$ cat config.mk
export PLATFORM = sky130hd
export DESIGN_NAME = port_scheduler
export DESIGN_NICKNAME = d
export VERILOG_FILES = /design/src/rtl/port_scheduler.sv
export SDC_FILE = /design/constraint.sdc
export NUM_CORES = 1
export LEC_CHECK = 0
export CORE_AREA = 4 4 94 114
export DETAILED_ROUTE_END_ITERATION = 8
export DIE_AREA = 0 0 98 118
export PLACE_DENSITY = 0.85
export RECOVER_POWER = 25
export REMOVE_ABC_BUFFERS = 1
export SLEW_MARGIN = 20
export SYNTH_ARGS = -nofsm -noshare
export SYNTH_HDL_FRONTEND = slang
export SYNTH_SLANG_ARGS = --single-unit
export TNS_END_PERCENT = 5
$ cat constraint.sdc
create_clock -name clk -period 13.8 [get_ports clk]
set_input_delay 2.76 -clock clk [delete_from_list [all_inputs] [get_ports clk]]
set_output_delay 2.76 -clock clk [all_outputs]
set_load 0.05 [all_outputs]
$ cat src/rtl/port_scheduler.sv
// port_scheduler: shares one SRAM write path among num_of_ports ingress ports.
// Each decision picks a winner by strict priority or by weighted round-robin.
// The winner is presented on a valid/ready handshake and is held until accepted.
module port_scheduler #(
    parameter int num_of_ports = 16,
    parameter int weight_width = 4,
    localparam int id_width    = $clog2(num_of_ports)
) (
    input  logic                                 clk,
    input  logic                                 rst,
    input  logic                                 sp0_wrr1,
    input  logic [num_of_ports-1:0]              req,
    input  logic [num_of_ports*weight_width-1:0] weight_cfg,
    output logic                                 grant_valid,
    input  logic                                 grant_ready,
    output logic [num_of_ports-1:0]              grant_onehot,
    output logic [id_width-1:0]                  grant_id
);

    typedef enum logic {IDLE, GRANT} state_t;

    state_t                  state, state_nxt;
    logic [id_width-1:0]     ptr;            // WRR pointer: last port that won in WRR
    logic [weight_width-1:0] credit;         // grants left for ptr before the search moves on
    logic                    pend_wrr;       // pending grant was a WRR decision
    logic [weight_width-1:0] pend_credit;    // credit to install when the grant is accepted

    logic [weight_width-1:0] weight_arr [num_of_ports];
    logic [id_width-1:0]     sp_id, wrr_id, dec_id;
    logic                    sp_found, wrr_found;
    logic [weight_width-1:0] wrr_w, wrr_credit_nxt;
    logic                    accept;

    assign accept = grant_valid && grant_ready;

    // Unpack the flat weight bus into one entry per port.
    always_comb begin
        for (int i = 0; i < num_of_ports; i++) begin
            weight_arr[i] = weight_cfg[i*weight_width +: weight_width];
        end
    end

    // Strict priority: lowest-index requester wins.
    always_comb begin
        // NOTE: every always_comb output gets a default first so no path can infer a latch.
        sp_found = 1'b0;
        sp_id    = '0;
        for (int i = 0; i < num_of_ports; i++) begin
            if (!sp_found && req[id_width'(i)]) begin
                sp_found = 1'b1;
                sp_id    = id_width'(i);
            end
        end
    end

    // WRR: stay on ptr while it has credit, else search ptr+1 .. ptr (wrapping).
    always_comb begin
        wrr_found = 1'b0;
        wrr_id    = ptr;
        if (req[ptr] && credit != '0) begin
            wrr_found = 1'b1;
        end else begin
            for (int i = 1; i <= num_of_ports; i++) begin
                if (!wrr_found && req[id_width'((int'(ptr) + i) % num_of_ports)]) begin
                    wrr_found = 1'b1;
                    wrr_id    = id_width'((int'(ptr) + i) % num_of_ports);
                end
            end
        end
    end

    // Credit to commit if this WRR decision is accepted; zero weight counts as one.
    always_comb begin
        wrr_w = weight_arr[wrr_id];
        if (wrr_id == ptr && credit != '0) begin
            wrr_credit_nxt = credit - weight_width'(1);
        end else begin
            wrr_credit_nxt = (wrr_w == '0) ? '0 : wrr_w - weight_width'(1);
        end
        dec_id = sp0_wrr1 ? wrr_id : sp_id;
    end

    // Next-state logic for the IDLE/GRANT handshake.
    always_comb begin
        state_nxt = state;
        case (state)
            IDLE:    if (req != '0) state_nxt = GRANT;
            GRANT:   if (accept)    state_nxt = IDLE;
            default:                state_nxt = IDLE;
        endcase
    end

    // State register.
    always_ff @(posedge clk or posedge rst) begin
        // NOTE: sequential state uses non-blocking assignments so all registers update together.
        if (rst) state <= IDLE;
        else     state <= state_nxt;
    end

    // Register the grant at decision time; commit WRR state only on acceptance.
    always_ff @(posedge clk or posedge rst) begin
        if (rst) begin
            grant_valid  <= 1'b0;
            grant_onehot <= '0;
            grant_id     <= '0;
            pend_wrr     <= 1'b0;
            pend_credit  <= '0;
            ptr          <= id_width'(num_of_ports - 1);
            credit       <= '0;
        end else begin
            case (state)
                IDLE: begin
                    if (req != '0) begin
                        grant_valid  <= 1'b1;
                        grant_id     <= dec_id;
                        grant_onehot <= num_of_ports'(1) << dec_id;
                        pend_wrr     <= sp0_wrr1;
                        pend_credit  <= wrr_credit_nxt;
                    end
                end
                GRANT: begin
                    if (accept) begin
                        grant_valid  <= 1'b0;
                        grant_onehot <= '0;
                        grant_id     <= '0;
                        if (pend_wrr) begin
                            ptr    <= grant_id;
                            credit <= pend_credit;
                        end
                    end
                end
                default: ;
            endcase
        end
    end

endmodule
# After elaboration in Yosys (flattened, before gate mapping)
# Cells that the tools add are included.
[op_classes]
muxes = 129
shifts = 1
n_mul = 0
div = 0
n_addsub = 18
n_reduce_logical = 53
n_eq_ne = 3
order_cmp = 18
bitwise = 2
[ops]
columns = ["operator", "n"]
rows = [
  ["$mux W4", 30],
  ["$lt A4 B6 Y1 const B", 16],
  ["$mux W1", 75],
  ["$bmux W1 S4", 17],
  ["$add A4 B4 Y4 const B", 8],
  ["$mux W16", 2],
  ["$pmux W16 S2", 1],
  ["$logic_and A1 B1 Y1", 25],
  ["$logic_not A1 Y1", 22],
  ["$add A4 B3 Y4 const B", 4],
  ["$bmux W4 S4", 1],
  ["$reduce_bool A16 Y1", 1],
  ["$shl A1 B4 Y16 const A", 1],
  ["$add A4 B1 Y4 const B", 2],
  ["$add A4 B2 Y4 const B", 2],
  ["$pmux W4 S2", 1],
  ["$sub A4 B1 Y4 const B", 2],
  ["$ge A5 B5 Y1 const B", 1],
  ["$lt A4 B5 Y1 const B", 1],
  ["$not A4 Y5", 1],
  ["$eq A4 B4 Y1", 1],
  ["$logic_not A4 Y1", 1],
  ["$pmux W1 S2", 2],
  ["$reduce_and A2 Y1", 2],
  ["other kinds (5)", 5],
]
[totals]
register_bits = 35
output_inout_bits = 21
mem_bits_ro = 0
ram_bits = 0
latch_bits = 0
n_memories = 0

# Longest topological paths before layout
# Gate-level depths: netlist (run 1).
[depth]
ltp_word = 73
mapped_depth = 24
depth_no_buf = 16

# Least setup slack after synthesis (run 1)
# Ideal clock, no wire load.
[synth_timing]
path_type = "input port to flip-flop"
startpoint = "in req[0]"
endpoint = "reg pend_credit[2]"
setup_slack_ps = 6802
n_path_buf = 0
cell_stages = 13
t_required_ps = 13718
arrival_ps = 6916
cell_sequence = "mux4_1 -> mux2_2 -> mux2i_4 -> or3b_4 -> or4_1 -> o32ai_1 -> a22oi_1 -> a311oi_4 -> mux4_1 -> mux2_2 -> nor4b_2 -> o21ai_0 -> a31oi_1"
[synth_via]
elab_chain_len = 72
word_cells_on_any_way = 140
[synth_rtl]
columns = ["element", "line", "source"]
rows = [
  ["start: declaration", "12", "input logic [num_of_ports-1:0] req,"],
  ["$bmux W1 S4", "64", "if (!wrr_found && req[id_width'((int'(ptr) + i) % num_of_ports)]) begin"],
  ["$mux W1 (not written as such) (2 in a row)", "64", ""],
  ["$mux W1", "64", ""],
  ["$mux W1", "60", "if (req[ptr] && credit != '0) begin"],
  ["$logic_not A1 Y1", "64", ""],
  ["$logic_and A1 B1 Y1", "64", ""],
  ["$mux W1", "64", ""],
  ["$mux W1", "60", ""],
  ["[... 54 more ...]", "--", ""],
  ["$mux W4", "64", ""],
  ["$mux W4", "60", ""],
  ["$not A4 Y5 (not written as such)", "74", "wrr_w = weight_arr[wrr_id];"],
  ["$bmux W4 S4", "74", ""],
  ["$mux W4 (not written as such) (2 in a row)", "74", ""],
  ["$sub A4 B1 Y4 / $logic_not A4 Y1 (equally long branches)", "78", "wrr_credit_nxt = (wrr_w == '0) ? '0 : wrr_w - weight_width'(1);"],
  ["$mux W4", "78", ""],
  ["$mux W4", "75", "if (wrr_id == ptr && credit != '0) begin"],
  ["end signal: assignment", "118", "pend_credit <= wrr_credit_nxt;"],
  ["end: declaration", "26", "logic [weight_width-1:0] pend_credit;"],
]
# Several ways; a longest one is shown, not always the timed one. The select of a mux whose other input is x is not followed.
# A chain may end at the register's enable or synchronous reset.

# Worst setup path in the final report (run 1)
[layout_timing]
startpoint = "in req[6]"
endpoint = "reg pend_credit[0]"
# The elaborated chain is that of the path after synthesis.

==> flow_summary.toml, run 1 <==
[timing]
setup_tns_ns = 0
slew_headroom = -0.214
slew_violations = 36
period_minus_slack_ns = 8.37
setup_viol = 0
rsz0062_at_grt = "false"
fmax_mhz = 119
hold_violations = 0
min_period_over_period = 0.606
tightest_slew_ns = 1.82
skew_ns = 0.00978

[global_routing]
grt_pass1_vias = 5802
track_usage = 0.318
grt_max_degree = 36
grt_pass1_wl_mm = 30.5
antenna_found_initial = 0
overflow = 0

[routing]
wl_mm = 19.0
drt_iter0_drc = 575
vias = 5881
dr_wl_met2_mm = 10.1
wl_met1_mm = 6.90
met3_length_mm = 1.38
drc = 0
viasPerCell = 7.10
first_pass_iters = 6
dr.max_layer_used = "met4"
antenna_left = 0
avgRoutedWirePerCell_um = 23.0

[yosys]
synth_top_family_by_area = "multiplexers"
synth_commonest_cells = "72 x nand2_1, 45 x mux2i_1, 40 x o21ai_0, 39 x a21oi_1, 39 x nor2_1"
seq_area_frac_synth = 0.161
synth.largest_area_cell = "dfrtp_1"
syn_area_um2 = 5480
synthArstFlopShare = 1.00
synth_warnings = 0
synth_xor_area_frac = 0.0249
synth_edf_count = 0
synth_compound_area_frac = 0.235
synthMuxAreaShare = 0.316
ys_top_cells_by_area = "dfrtp_1 14%, mux4_2 13%, mux2i_1 8.2%"
yosysMostFrequentCell = "nand2_1"
synth_seq_cells = 35
synth-simple-area-share = 0.188
synthAdderAreaFrac = 0.0205
ys.flop_type = "dfrtp_1"
syn-instance-count = 633
ys_types = 77
synth_top_area_share = 0.142
synth.avg_cell_area_um2 = 8.66

[critical_path]
critPathLaunchType = "primary input"
cp_max_fo = 13
crit_required_ns = 13.97
ff2ff_setup_slack_ns = 6.01
cp-end-kind = "flop"
crit_start = "req[6]"
critPathKind = "primary input to flop"
reg2reg_from = "ptr[1]$_DFFE_PP1P_"
arrival_ns = 8.54

[clock_tree]
cts.sinks = 35
cts_tree = "done"
clock-root-buffer = "clkbuf_16"
cts_resized = 0
cts-buffers-inserted = 5
cts.clk_slew.worst_paths_ns = 0.06
cts_buffer_depth = 2
post-cts-setup-buffer-count = 0
holdBufCountCts = 0
clkLatencyLatePin_ns = 0.28
htreeDepth = 2

[layout]
n_fill_cell = 724
area_growth_pct = 22.0
drive_gt1_frac = 0.152
nets = 797
antenna_cells = 0

[die]
core_area_um2 = 9520
die_h_um = 118
start_util = 0.576
dieArea_um2 = 11600
die_w_um = 98
num_rows = 39
io_pins = 105

[flow_run]
drv_cap = 1

[placement]
hpwl_mm = 14.1
io_buffers = 104
place.gp.congestion = 0.991

[hold_path]
hp-class = "flop to flop"
hp-start = "grant_onehot[13]$_DFFE_PP0P_"

[outcome]
violations = "max-capacitance violations, max-slew violations"
outcome = "finished with violations"
-- worst max-delay path: stages --
cell and delay (ns):
clkdlybuf4s50_1 0.64, mux4_2 0.55, mux2_2 0.33, mux2i_1 0.67, nand4_1 0.37, nor3_2 0.36
and3_1 0.27, nor3_1 0.11, or2_1 0.37, a21oi_2 0.62, mux4_1 0.42, mux2_2 0.32
mux2i_1 0.31, nand2_1 0.17, o22ai_1 0.25
-- logic make-up (layout without fill, tap and decap cells) --
logic type	after synthesis	count (layout)
multiplexers	119	119
flip-flops	35	35
AND/OR/NAND/NOR	205	205
AO/OA/AOI/OAI	184	184
XOR/XNOR	13	13
buffers and inverters	68	140
adder cells (fa/ha/maj)	9	9
-- per-stage QoR --
step	std cells	utilization	area (um^2)	setup slack, ns	hold WS (ns)
global placement	820	0.683	6500	5.52	0.470
CTS	828	0.703	6690	5.55	0.504
global route	828	0.703	6690	4.93	0.538
detailed placement	820	0.683	6500	5.38	0.483
floorplan	587	-	5260	6.35	0.446
finish	828	0.703	6690	5.43	0.499
-- state kept, by name, summed over array words and instances, names as in the netlist --
name and cells:
grant_onehot 16, credit 4, ptr 4, state 1
grant_id 4, pend_credit 4, pend_wrr 1, grant_valid 1
-- worst paths after layout --
| path | endpoint | depth (start not counted) |
|---|---|---|
| hold / removal | grant_onehot[13]$_DFFE_PP0P_ | 2 |
| hold reg to reg | grant_onehot[13]$_DFFE_PP0P_ | 2 |
| max in group asynchronous | grant_id[0]$_DFFE_PP0P_ | 3 |
| setup reg to reg | pend_credit[0]$_DFFE_PP0P_ | 17 |
| min in group asynchronous | grant_onehot[4]$_DFFE_PP0P_ | 3 |
| setup / recovery | pend_credit[0]$_DFFE_PP0P_ | 15 |
-- layer usage --
metal,global-route usage,vias up
met2,0.571,337
li1,-,2599
met4,0.115,0
met5,0,-
met1,0.385,2881
met3,0.0409,64
-- cells in the final DEF (no fill, tap or decap), drive strengths merged, types with 18 or more instances in the layout --
master         synthesis  routed
mux2i                 46      46
clkdlybuf4s50          0     103
mux4                  37      37
a21oi                 41      41
inv                   20      20
mux2                  36      36
o21ai                 42      42
nand2                 72      72
dfrtp                 31      31
o211ai                18      18
nand3                 19      19
nor2                  39      39
-- area by class of cell --
| class | count | area, um^2 | area share |
|---|---|---|---|
| multi-input cells | 530 | 4300 | 0.643 |
| flip-flops and latches | 35 | 881 | 0.132 |
| inverters | 22 | 82.6 | 0.0124 |
| clock buffers | 6 | 129 | 0.0193 |
| repair buffers | 110 | 1080 | 0.162 |
| clock inverters | 2 | 60.1 | 0.00898 |
| well taps | 123 | 154 | 0.0230 |
Power of run 1 is left out: the tool's default activity adds up to more than one toggle a clock period on the data nets, which glitch-free logic cannot reach.
==> run 2: changes to the inputs <==
- CORE_AREA: 4 4 94 114 -> 4 4 97 118
- DIE_AREA: 0 0 98 118 -> 0 0 101 122
- PLACE_DENSITY: 0.85 -> 0.8
- clock period: 13.8 -> 8 ns (I/O delays scaled with it)
==> run 2 against run 1 <==
- the run still ends with max-capacitance violations, max-slew violations left
- global-route usage is 2.5 points lower
- critical path depth stayed put
- clock skew is 0.0042 ns lower
- cell area is 0.60% higher
- critical endpoint is now pend_credit[2]$_DFFE_PP0P_
- largest cell class unchanged
==> flow_summary.toml, run 2 (synthesis results as in run 1) <==
[timing]
setup_viol = 0
slew_violations = 36
min_period_over_period = 0.875
setup_tns_ns = 0
hold_ws_ns = 0.486
fmax_mhz = 143
setup_slack_ns = 0.999
hold_violations = 0
slew_headroom = -0.221
period_minus_slack_ns = 7.00
tightest_slew_ns = 1.83
rsz0062_at_grt = "false"
skew_ns = 0.00560

[routing]
wl_mm = 18.0
first_pass_iters = 5
drt_iter0_drc = 483
vias = 5708
drc = 0
viasPerCell = 6.79
avgRoutedWirePerCell_um = 21.4
antenna_left = 0

[layout]
ff_latch_area_um2 = 881
fin_cells = 841
multiInputGateArea_um2 = 4300
drive_gt1_frac = 0.162
antenna_cells = 0
final_cell_mix = "103 x clkdlybuf4s50_1, 72 x nand2_1, 45 x mux2i_1"
n_fill_cell = 850
largest_reg_flops = 16
largest-register = "grant_onehot"
mostFrequentLayoutCell = "clkdlybuf4s50_1"
nets = 804
area_growth_pct = 22.7

[global_routing]
grt_max_degree = 36
use_met3 = 0.0372
grt_pass1_wl_mm = 29.3
use_met2 = 0.517
top_usage_layer = "met2"
antenna_found_initial = 0
grt_pass1_vias = 5930
overflow = 0
track_usage = 0.293
use_met1 = 0.353

[outcome]
outcome = "finished with violations"
violations = "max-capacitance violations, max-slew violations"

[critical_path]
crit_required_ns = 8.20
cp_max_fo = 13
arrival_ns = 7.20
critPathLaunchType = "primary input"
cp-end-kind = "flop"
critPathKind = "primary input to flop"

[die]
io_pins = 105
core_area_um2 = 10300
die_h_um = 122
num_rows = 41
die_w_um = 101
start_util = 0.532
dieArea_um2 = 12300

[placement]
io_buffers = 104
dp.cells = 833
hpwl_mm = 13.7
place.gp.congestion = 1.03
pre_cts_ws_ns = 0.787

[clock_tree]
cts_tree = "done"
cts-buffers-inserted = 5
htreeDepth = 2
holdBufCountCts = 0
clkLatencyLatePin_ns = 0.28
cts.clk_slew.worst_paths_ns = 0.06
clock-root-buffer = "clkbuf_16"
cts_resized = 0
cts.sinks = 35
post-cts-setup-buffer-count = 0
cts_buffer_depth = 2

[hold_path]
hp-class = "flop to flop"

[flow_run]
drv_cap = 1
## run 2: cell count changes in the layout (fill, tap and decap cells not counted)
cell / before / now
clkinv_2: 0 / 1
bufinv_16: 2 / 1
buf_4: 5 / 12
clkbuf_1: 2 / 1
clkinv_4: 0 / 1
## run 2: per-layer routing
layer	vias up	routed length [um]
met2	240	9400
met1	2815	6820
met5	-	0
met3	52	1020
li1	2601	-
met4	0	730
## run 2: through the flow
step | cell area, um^2 | utilization
detailed placement | 6560 | 0.636
finish | 6730 | 0.652
global route | 6730 | 0.652
CTS | 6730 | 0.653
floorplan | 5260 | -
global placement | 6560 | 0.636
## run 2: cell type report
type | instances | area share
repair buffers | 117 | 0.169
well taps | 129 | 0.0240
multi-input cells | 530 | 0.639
inverters | 22 | 0.0123
clock buffers | 5 | 0.0186
flip-flops and latches | 35 | 0.131
clock inverters | 3 | 0.00651
## run 2: final timing paths
check / startpoint / endpoint / slack (ns) / cells past startpoint
worst max-delay path: req[1] / pend_credit[2]$_DFFE_PP0P_ / 1.0 / 15
worst min-delay path: grant_onehot[13]$_DFFE_PP0P_ / grant_onehot[13]$_DFFE_PP0P_ / 0.49 / 2
worst max register to register: ptr[1]$_DFFE_PP1P_ / pend_credit[3]$_DFFE_PP0P_ / 1.15 / 14
worst min register to register: grant_onehot[13]$_DFFE_PP0P_ / grant_onehot[13]$_DFFE_PP0P_ / 0.49 / 2
max in group asynchronous: rst / grant_id[1]$_DFFE_PP0P_ / 4.52 / 3
min in group asynchronous: rst / grant_onehot[3]$_DFFE_PP0P_ / 2.42 / 3
## run 2: critical path: stages
cell and delay [ns]:
clkdlybuf4s50_1 0.61, mux4_1 0.64, mux2_2 0.35, mux2i_4 0.23
or3b_4 0.51, nor3_2 0.50, and2_1 0.25, o311ai_1 0.15
a311oi_4 0.56, buf_4 0.28, mux4_1 0.56, mux2_2 0.31
nor4b_2 0.32, o21ai_0 0.15, a31oi_1 0.16
Power of run 2 is left out for the same reason.
==> RTL change, RTL diff (config.mk and constraints of run 2) <==
Make the reset (`rst`) synchronous in 2 clocked blocks.
--- a/src/rtl/port_scheduler.sv
+++ b/src/rtl/port_scheduler.sv
@@ -92,5 +92,5 @@
 
     // State register.
-    always_ff @(posedge clk or posedge rst) begin
+    always_ff @(posedge clk) begin
         // NOTE: sequential state uses non-blocking assignments so all registers update together.
         if (rst) state <= IDLE;
@@ -99,5 +99,5 @@
 
     // Register the grant at decision time; commit WRR state only on acceptance.
-    always_ff @(posedge clk or posedge rst) begin
+    always_ff @(posedge clk) begin
         if (rst) begin
             grant_valid  <= 1'b0;
Check against the original RTL: not settled (the Yosys comparison gave no result); the edit may change what the design does.
==> RTL change against run 2 <==
Worst setup slack got worse by 0.27 ns. Highest routed layer unchanged. Wire length down 2.4%. Synthesized area down 7.9%. Sequential cell count is the same. Critical endpoint is now pend_credit[2]$_SDFFE_PP0P_. Critical path depth up 1. Cell area is 7.3% lower. Synthesized cell count shrank 2.2%. Largest cell class unchanged. Core utilization decreased by 4.8 points. Count of clock-buffer cells in the layout stayed put. First-iteration DRC count is 14% higher.
Power is left out: it rests on default switching activity, and per cell area and clock period it moved more than threefold.
==> RTL change: results (changes against run 2) <==
The run finished with clean final reports. Ranking of synthesized cells by instance count: nand2_1 (65), nor2_1 (46), mux2i_1 (40) (was nand2_1 (72), mux2i_1 (45), o21ai_0 (40)). Largest cells by area after synthesis: dfxtp_1 (14%), mux4_2 (11%), mux2i_1 (7.9%), nand2_1 (4.8%), mux2_2 (4.2%) (was dfrtp_1 (14%), mux4_2 (13%), mux2i_1 (8.2%), mux2_2 (7.2%), nand2_1 (4.9%)). The run gives 0.1388 (was 0.1607) as the sequential element share of the synthesized area. For the count of unique library cells instantiated by Yosys, the log shows 86 (was 77). For the non-filler instance count after layout, the log shows 826 (was 841). The leading register cell type out of synthesis was dfxtp_1 (was dfrtp_1). Post-synthesis share of cell area spent on full adders, half adders and majority gates: 0.02230 (was 0.02054). The largest net degree at the start of global routing is 38 (was 36). The shortest clock period the worst path allows after layout was 7.269 ns (was 7.001 ns). The start of the worst register-to-register path was ptr[0]$_SDFFE_PP1P_ (was ptr[1]$_DFFE_PP1P_). The logs give 0.6237 ns (was 0.7869 ns) for the worst setup slack after placement and 553 (was 483) for the DRC violation total after the first TritonRoute iteration. The tools report the data arrival time of the worst path as 7.43 ns (was 7.20 ns). The xor and xnor fraction of the mapped netlist area was 0.03569 (was 0.02488); the number of optimization iterations in the first detailed-route pass was 8 (was 5). For the final weighted congestion in routability-driven placement, the log shows 1.025 (was 1.028). The via count came out at 5,622 (was 5,708).

The tools report the routing usage on met2 as 0.4720 (was 0.5173). The maximum cell stage delay along the critical path was 0.67 ns (was 0.64 ns); the placed instance area was 6092 µm² (was 6561 µm²). The run gives 17,540 µm (was 17,970 µm) as the final routed wirelength across all metal layers. The met3 wire length is 1356 µm (was 1024 µm). The length in cells of the worst reg-to-reg path came out at 17 (was 14).

The slowest library cell on the worst path was o21ai_2 (was mux4_1). The fraction of the mapped netlist area in compound gates was 0.2947 (was 0.2346); the half-perimeter wire length after detailed placement was 13,370 µm (was 13,710 µm). The tools report the met3 track utilization from global routing as 0.03952 (was 0.03723).

The tools report the via count of the first global-routing pass as 5,270 (was 5,930). The capture endpoint of the worst hold path was credit[1]$_SDFFE_PP0P_ (was grant_onehot[13]$_DFFE_PP0P_). For the setup slack on the worst flop-to-flop path, the log shows 1.06 ns (was 1.15 ns).
[RTL change: final cells by class]
cell class	instances	area [µm²]
well taps	129	161.4
flip-flops and latches	35	700.7
multi-input cells	523	4053
repair buffers	114	1116
clock inverters	3	15.01
clock buffers	5	125.1
inverters	17	63.81
fillers	870	4076
[RTL change: how the worst max path moves through the flow]
stage	startpoint	endpoint	slack, ns	cells past startpoint
final	req[8]	pend_credit[2]$_SDFFE_PP0P_	0.73	16
after global routing	req[4]	pend_credit[2]$_SDFFE_PP0P_	0.41	16
after CTS	req[4]	pend_credit[2]$_SDFFE_PP0P_	0.87	16
after detailed placement	req[4]	pend_credit[2]$_SDFFE_PP0P_	0.62	16
after global placement	req[4]	pend_credit[2]$_SDFFE_PP0P_	0.73	16
after floorplan	ptr[1]$_SDFFE_PP1P_	pend_credit[3]$_SDFFE_PP0P_	0.90	16
